===== src/rtl/wb_pkg.sv =====
// Shared types and defaults for the register-file writeback path.
package wb_pkg;

  // Default datapath width and architectural register count.
  localparam int XLEN_DEFAULT = 32;
  localparam int NREG_DEFAULT = 16;

  // Register index width (16 architectural registers).
  localparam int REG_W = 4;

  // One pending long-latency result: destination plus bit-exact payload.
  typedef struct packed {
    logic [REG_W-1:0]        rd;
    logic [XLEN_DEFAULT-1:0] data;
  } wb_entry_t;

endpackage


===== src/rtl/wb_fifo.sv =====
// Small synchronous FIFO of writeback entries. The head is visible
// combinationally so the arbiter can pop and register it in one edge.
module wb_fifo
  import wb_pkg::*;
#(
  parameter int DEPTH = 2
) (
  input  logic                     clk,
  input  logic                     rst_n,
  input  logic                     push,
  input  wb_entry_t                push_entry,
  input  logic                     pop,
  output wb_entry_t                head,
  output logic                     full,
  output logic                     empty,
  output logic [$clog2(DEPTH):0]   cnt
);

  localparam int AW = $clog2(DEPTH);
  localparam int CW = AW + 1;

  // Storage is tiny, so it lives in flops and the head read is combinational.
  wb_entry_t         mem [DEPTH];
  logic [AW-1:0]     wr_ptr;
  logic [AW-1:0]     rd_ptr;
  logic [CW-1:0]     count;
  logic              do_push;
  logic              do_pop;

  assign full    = (count == CW'(DEPTH));
  assign empty   = (count == '0);
  // A full FIFO never accepts a push, even if it pops in the same cycle.
  assign do_push = push && !full;
  assign do_pop  = pop && !empty;
  assign head    = mem[rd_ptr];
  assign cnt     = count;

  // Write the incoming entry at the tail; contents need no reset.
  always_ff @(posedge clk) begin
    if (do_push) begin
      mem[wr_ptr] <= push_entry;
    end
  end

  // Advance pointers and occupancy; reset discards everything queued.
  always_ff @(posedge clk) begin
    if (!rst_n) begin
      wr_ptr <= '0;
      rd_ptr <= '0;
      count  <= '0;
    end else begin
      if (do_push) begin
        wr_ptr <= wr_ptr + AW'(1);
      end
      if (do_pop) begin
        rd_ptr <= rd_ptr + AW'(1);
      end
      case ({do_push, do_pop})
        2'b10:   count <= count + CW'(1);
        2'b01:   count <= count - CW'(1);
        default: count <= count;
      endcase
    end
  end

endmodule


===== src/rtl/writeback_unit.sv =====
// Merges ALU and queued LSU results onto the single register-file write
// port and tracks per-register pending long-latency writes.
module writeback_unit
  import wb_pkg::*;
#(
  parameter int XLEN  = XLEN_DEFAULT,
  parameter int NREG  = NREG_DEFAULT,
  parameter int DEPTH = 2
) (
  input  logic                   clk,
  input  logic                   rst_n,
  input  logic                   alu_valid,
  output logic                   alu_ready,
  input  logic [REG_W-1:0]       alu_rd,
  input  logic [XLEN-1:0]        alu_data,
  input  logic                   lsu_valid,
  output logic                   lsu_ready,
  input  logic [REG_W-1:0]       lsu_rd,
  input  logic [XLEN-1:0]        lsu_data,
  input  logic                   iss_valid,
  input  logic [REG_W-1:0]       iss_rd,
  output logic [NREG-1:0]        busy,
  output logic                   rf_we,
  output logic [REG_W-1:0]       rf_rd,
  output logic [XLEN-1:0]        rf_wd,
  output logic [$clog2(DEPTH):0] fifo_cnt
);

  // The entry struct carries XLEN_DEFAULT bits of data; XLEN must match it.

  wb_entry_t        head;
  wb_entry_t        lsu_entry;
  wb_entry_t        win_entry;
  logic             full;
  logic             empty;
  logic             push;
  logic             pop;
  logic             win;

  logic [NREG-1:0]  busy_reg;
  logic [NREG-1:0]  busy_next;
  logic [NREG-1:0]  set_mask;
  logic [NREG-1:0]  clr_mask;

  logic             rf_we_reg;
  logic [REG_W-1:0] rf_rd_reg;
  logic [XLEN-1:0]  rf_wd_reg;

  assign lsu_entry = '{rd: lsu_rd, data: lsu_data};

  // Both handshakes depend only on occupancy, never on the valids.
  assign lsu_ready = !full;
  assign alu_ready = !full;
  assign push      = lsu_valid && !full;

  wb_fifo #(
    .DEPTH (DEPTH)
  ) u_fifo (
    .clk        (clk),
    .rst_n      (rst_n),
    .push       (push),
    .push_entry (lsu_entry),
    .pop        (pop),
    .head       (head),
    .full       (full),
    .empty      (empty),
    .cnt        (fifo_cnt)
  );

  // Pick the write-port owner: a full FIFO first, then ALU, then any queued entry.
  always_comb begin
    pop       = 1'b0;
    win       = 1'b0;
    win_entry = '0;
    if (full) begin
      pop       = 1'b1;
      win       = 1'b1;
      win_entry = head;
    end else if (alu_valid) begin
      win       = 1'b1;
      win_entry = '{rd: alu_rd, data: alu_data};
    end else if (!empty) begin
      pop       = 1'b1;
      win       = 1'b1;
      win_entry = head;
    end
  end

  // Per-register set on issue and clear on a popped writeback; r0 never goes busy.
  generate
    for (genvar gi = 0; gi < NREG; gi++) begin : g_sb
      if (gi == 0) begin : g_zero
        assign set_mask[gi] = 1'b0;
        assign clr_mask[gi] = 1'b0;
      end else begin : g_reg
        assign set_mask[gi] = iss_valid && (iss_rd == REG_W'(gi));
        assign clr_mask[gi] = pop && (head.rd == REG_W'(gi));
      end
    end
  endgenerate

  // Set is applied after clear so a same-cycle reissue keeps the bit high.
  assign busy_next = (busy_reg & ~clr_mask) | set_mask;

  // Register the write port; writes to r0 are consumed but never enabled.
  always_ff @(posedge clk) begin
    if (!rst_n) begin
      rf_we_reg <= 1'b0;
      rf_rd_reg <= '0;
      rf_wd_reg <= '0;
    end else begin
      rf_we_reg <= win && (win_entry.rd != '0);
      if (win) begin
        rf_rd_reg <= win_entry.rd;
        rf_wd_reg <= win_entry.data;
      end
    end
  end

  // Scoreboard update shares the write-port edge so busy drops with rf_we.
  always_ff @(posedge clk) begin
    if (!rst_n) begin
      busy_reg <= '0;
    end else begin
      busy_reg <= busy_next;
    end
  end

  assign busy  = busy_reg;
  assign rf_we = rf_we_reg;
  assign rf_rd = rf_rd_reg;
  assign rf_wd = rf_wd_reg;

endmodule


===== config.mk =====
export PLATFORM = sky130hd
export DESIGN_NAME = writeback_unit
export DESIGN_NICKNAME = d
export VERILOG_FILES = /design/src/rtl/wb_pkg.sv /design/src/rtl/wb_fifo.sv /design/src/rtl/writeback_unit.sv
export SDC_FILE = /design/constraint.sdc
export NUM_CORES = 1
export LEC_CHECK = 0
export ABC_AREA = 1
export CAP_MARGIN = 40
export CELL_PAD_IN_SITES_DETAIL_PLACEMENT = 1
export CELL_PAD_IN_SITES_GLOBAL_PLACEMENT = 1
export CORE_ASPECT_RATIO = 0.5
export CORE_MARGIN = 4
export CORE_UTILIZATION = 30
export DETAILED_ROUTE_END_ITERATION = 12
export MAX_ROUTING_LAYER = met4
export PLACE_DENSITY = 0.65
export SLEW_MARGIN = 20
export SYNTH_ARGS = -nofsm -noshare
export SYNTH_HDL_FRONTEND = slang
export SYNTH_SLANG_ARGS = --single-unit

===== constraint.sdc =====
create_clock -name clk -period 3.3 [get_ports clk]
set_clock_uncertainty 0.15 [all_clocks]
set_input_delay 0.33 -clock clk [delete_from_list [all_inputs] [get_ports clk]]
set_output_delay 0.33 -clock clk [all_outputs]
set_load 0.005 [all_outputs]

==> out/results.tsv <==
metric	value	unit
antenna_left	0	
cts_setup_buffers	0	
largest_register_ffs	72	
syn_nets	640	
final_cell_mix	nand2_1, clkdlybuf4s50_1, nand3_1, edfxtp_1, dfxtp_1	
critPathTopFamily	simple AND/OR/NAND/NOR gates	
place_ws	942	ps
insertedDiodeCount	0	
die_h	102	um
endpoint	u_fifo.mem[0][17]	
fin_crit	2200	ps
crit_slowest_cell	nor2_4	
yosys.cell_types.count	23	
maxCapViolations	0	
min_period_over_period	0.665	
cts_resized	0	
vias_per_cell	4.66	
crit-reg2reg-launch	u_fifo.cnt[0]	
grt_pass1_vias	4684	
path_buf_inv	2	
synth_area_leaders	edfxtp_1, dfxtp_1, nand2_1	
area_growth	40.6	%
instances_no_fill	936	
drv_slew	0	
dp_hpwl	10800	um
crit_required	3250	ps
rows	34	
routed_wl	15400	um
antenna_found_initial	0	
grt_max_degree	40	
grt_pass1_wl	24300	um
drc	0	
ioPinCount	138	
powerDensity	765	nW/um^2
p_sw	0.00182	W
netlist_instances	558	
vdd_ir_drop_max	0.370	mV
ys_warn_count	0	
tightest_slew	779	ps
dp_cells	904	
core	17400	um^2
crit_path_max_incr_delay	560	ps
setup_ws	1100	ps
rsz0062_at_grt	no	
synth_area	5340	um^2
power_switching_share	0.316	
worstSetupStartpointType	flop	
gp_congestion	0.737	
clock_latency	410	ps
synth_area_leader_cell	edfxtp_1	
drt_first_pass_iters	4	
final_common_cell	nand2_1	
setup_violations	0	
holdPathStages	4	
cts.clk_slew.worst_paths	60	ps
startpoint	u_fifo.cnt[0]	
clockBufferDepth	2	
vias	4358	
hp-class	input port to flop	
cp_max_fo	21	
io_buffers	136	
hold_start	alu_valid	
fin_nets	771	
hold_viol_final	0	
drt-initial-drc-count	115	
fp.dieW	197	um
drive_gt1_frac	0.115	
regToRegEndpoint	u_fifo.mem[0][17]	
p_leak	2.83	nW
synth-seq-cells	129	
clockPowerShare	0.338	
worstPathCellList	inv_2 -> nand2_4 -> nand2_1 -> nor2_4 -> buf_4	
root_buffer	clkbuf_16	
ctsHtreeMaxLevel	4	
max_freq	455	MHz
worstPathArrival	2150	ps
fillers	1949	
seqPwrFrac	0.379	
dieArea	20100	um^2
grtUsageTotal	0.159	
cp-end-kind	flop	
max_slew_margin	0.479	
cts_num_sinks	129	
combPwrFrac	0.283	
overflow	0	
p_int	0.00393	W
cts_tree	done	
rrSetupSlack	1100	ps
synth_top_area_share	0.405	
cp_num_cells	5	
reg2reg_depth	5	
synth_seq_area_share	0.618	
initial_core_util	0.307	
path_class	flop to flop	
final.setup.tns	0	ps
cts_made_buffers	17	
wire_per_inst	16.4	um
cts_hold_buf	0	
avgSynthCellArea	9.57	um^2
outcome	finished clean	
-- cell usage after synthesis --
| master | number |
|---|---|
| o21ai_1 | 29 |
| inv_2 | 2 |
| nand2_1 | 175 |
| buf_6 | 4 |
| a21oi_2 | 27 |
| nand2_4 | 2 |
| inv_1 | 24 |
| ha_1 | 1 |
| nand3_2 | 1 |
| clkbuf_1 | 8 |
| a21oi_1 | 29 |
| buf_2 | 20 |
| dfxtp_1 | 57 |
| edfxtp_1 | 72 |
| o21ai_0 | 12 |
| nor3_1 | 3 |
| nand3_1 | 72 |
| nand2_2 | 1 |
| conb_1 | 1 |
| nor3_4 | 1 |
| buf_4 | 2 |
| nor2_1 | 14 |
| o211ai_1 | 1 |
-- worst min-delay path by stage --
| stage | to | slack [ps] |
|---|---|---|
| 6_report | rf_wd[3] | 180 |
| 5_1_grt | rf_wd[3] | 190 |
| 4_1_cts | rf_wd[6] | 170 |
| 3_5_place_dp | u_fifo.rd_ptr | 300 |
| 3_3_place_gp | flop | 280 |
| 2_1_floorplan | flop | 280 |
-- worst min-delay path: stages --
cell and delay (ps):
buf_2 120, nor3_4 110, nand3_1 90, o21ai_1 50
-- kinds of logic after synthesis --
logic type	count (synthesis)	share of synthesized area
other cells	1	0.000702
fa+ha+maj	1	0.00234
flops	129	0.618
simple gates	269	0.213
buf+inv	60	0.0539
compound gates	98	0.111
-- stage by stage --
| stage | area [um^2] | hold slack, ps | total power (W) | utilization |
|---|---|---|---|---|
| 2_1_floorplan | 5340 | 276 | 0.00310 | - |
| 5_1_grt | 7510 | 194 | 0.00610 | 0.432 |
| 6_report | 7510 | 179 | 0.00574 | 0.432 |
| 4_1_cts | 7510 | 174 | 0.00584 | 0.432 |
| 3_3_place_gp | 6900 | 277 | 0.00382 | 0.397 |
| 3_5_place_dp | 6900 | 302 | 0.00388 | 0.397 |
-- power groups by stage --
stage | logic [W] | clock network, W | registers, W
detailed placement | 0.00166 | 0 | 0.00222
global route | 0.00182 | 0.00206 | 0.00222
global placement | 0.00161 | 0 | 0.00220
CTS | 0.00167 | 0.00198 | 0.00219
floorplan | 0.000892 | 0 | 0.00221
finish | 0.00163 | 0.00194 | 0.00218
-- per-layer routing --
metal  routed length [um]  global-route usage  share of wire  vias up
met5                    0                   -              0        -
met4                  114              0.0442         0.0074        0
met3                  393              0.0270          0.026       10
met2                 7810               0.284           0.51       64
met1                 7070               0.189           0.46     2125
li1                     -                   -              -     2159
-- area by class of cell --
class	count	area [um^2]	share of cell area
sequential	129	3300	0.440
clock buffer	17	425	0.0566
multi-input combinational	369	1770	0.235
timing repair buffer	146	1440	0.192
tap	234	293	0.0390
inverter	26	97.6	0.0130
clock inverter	15	185	0.0247
No activity file was read; power rests on OpenSTA's default activity.
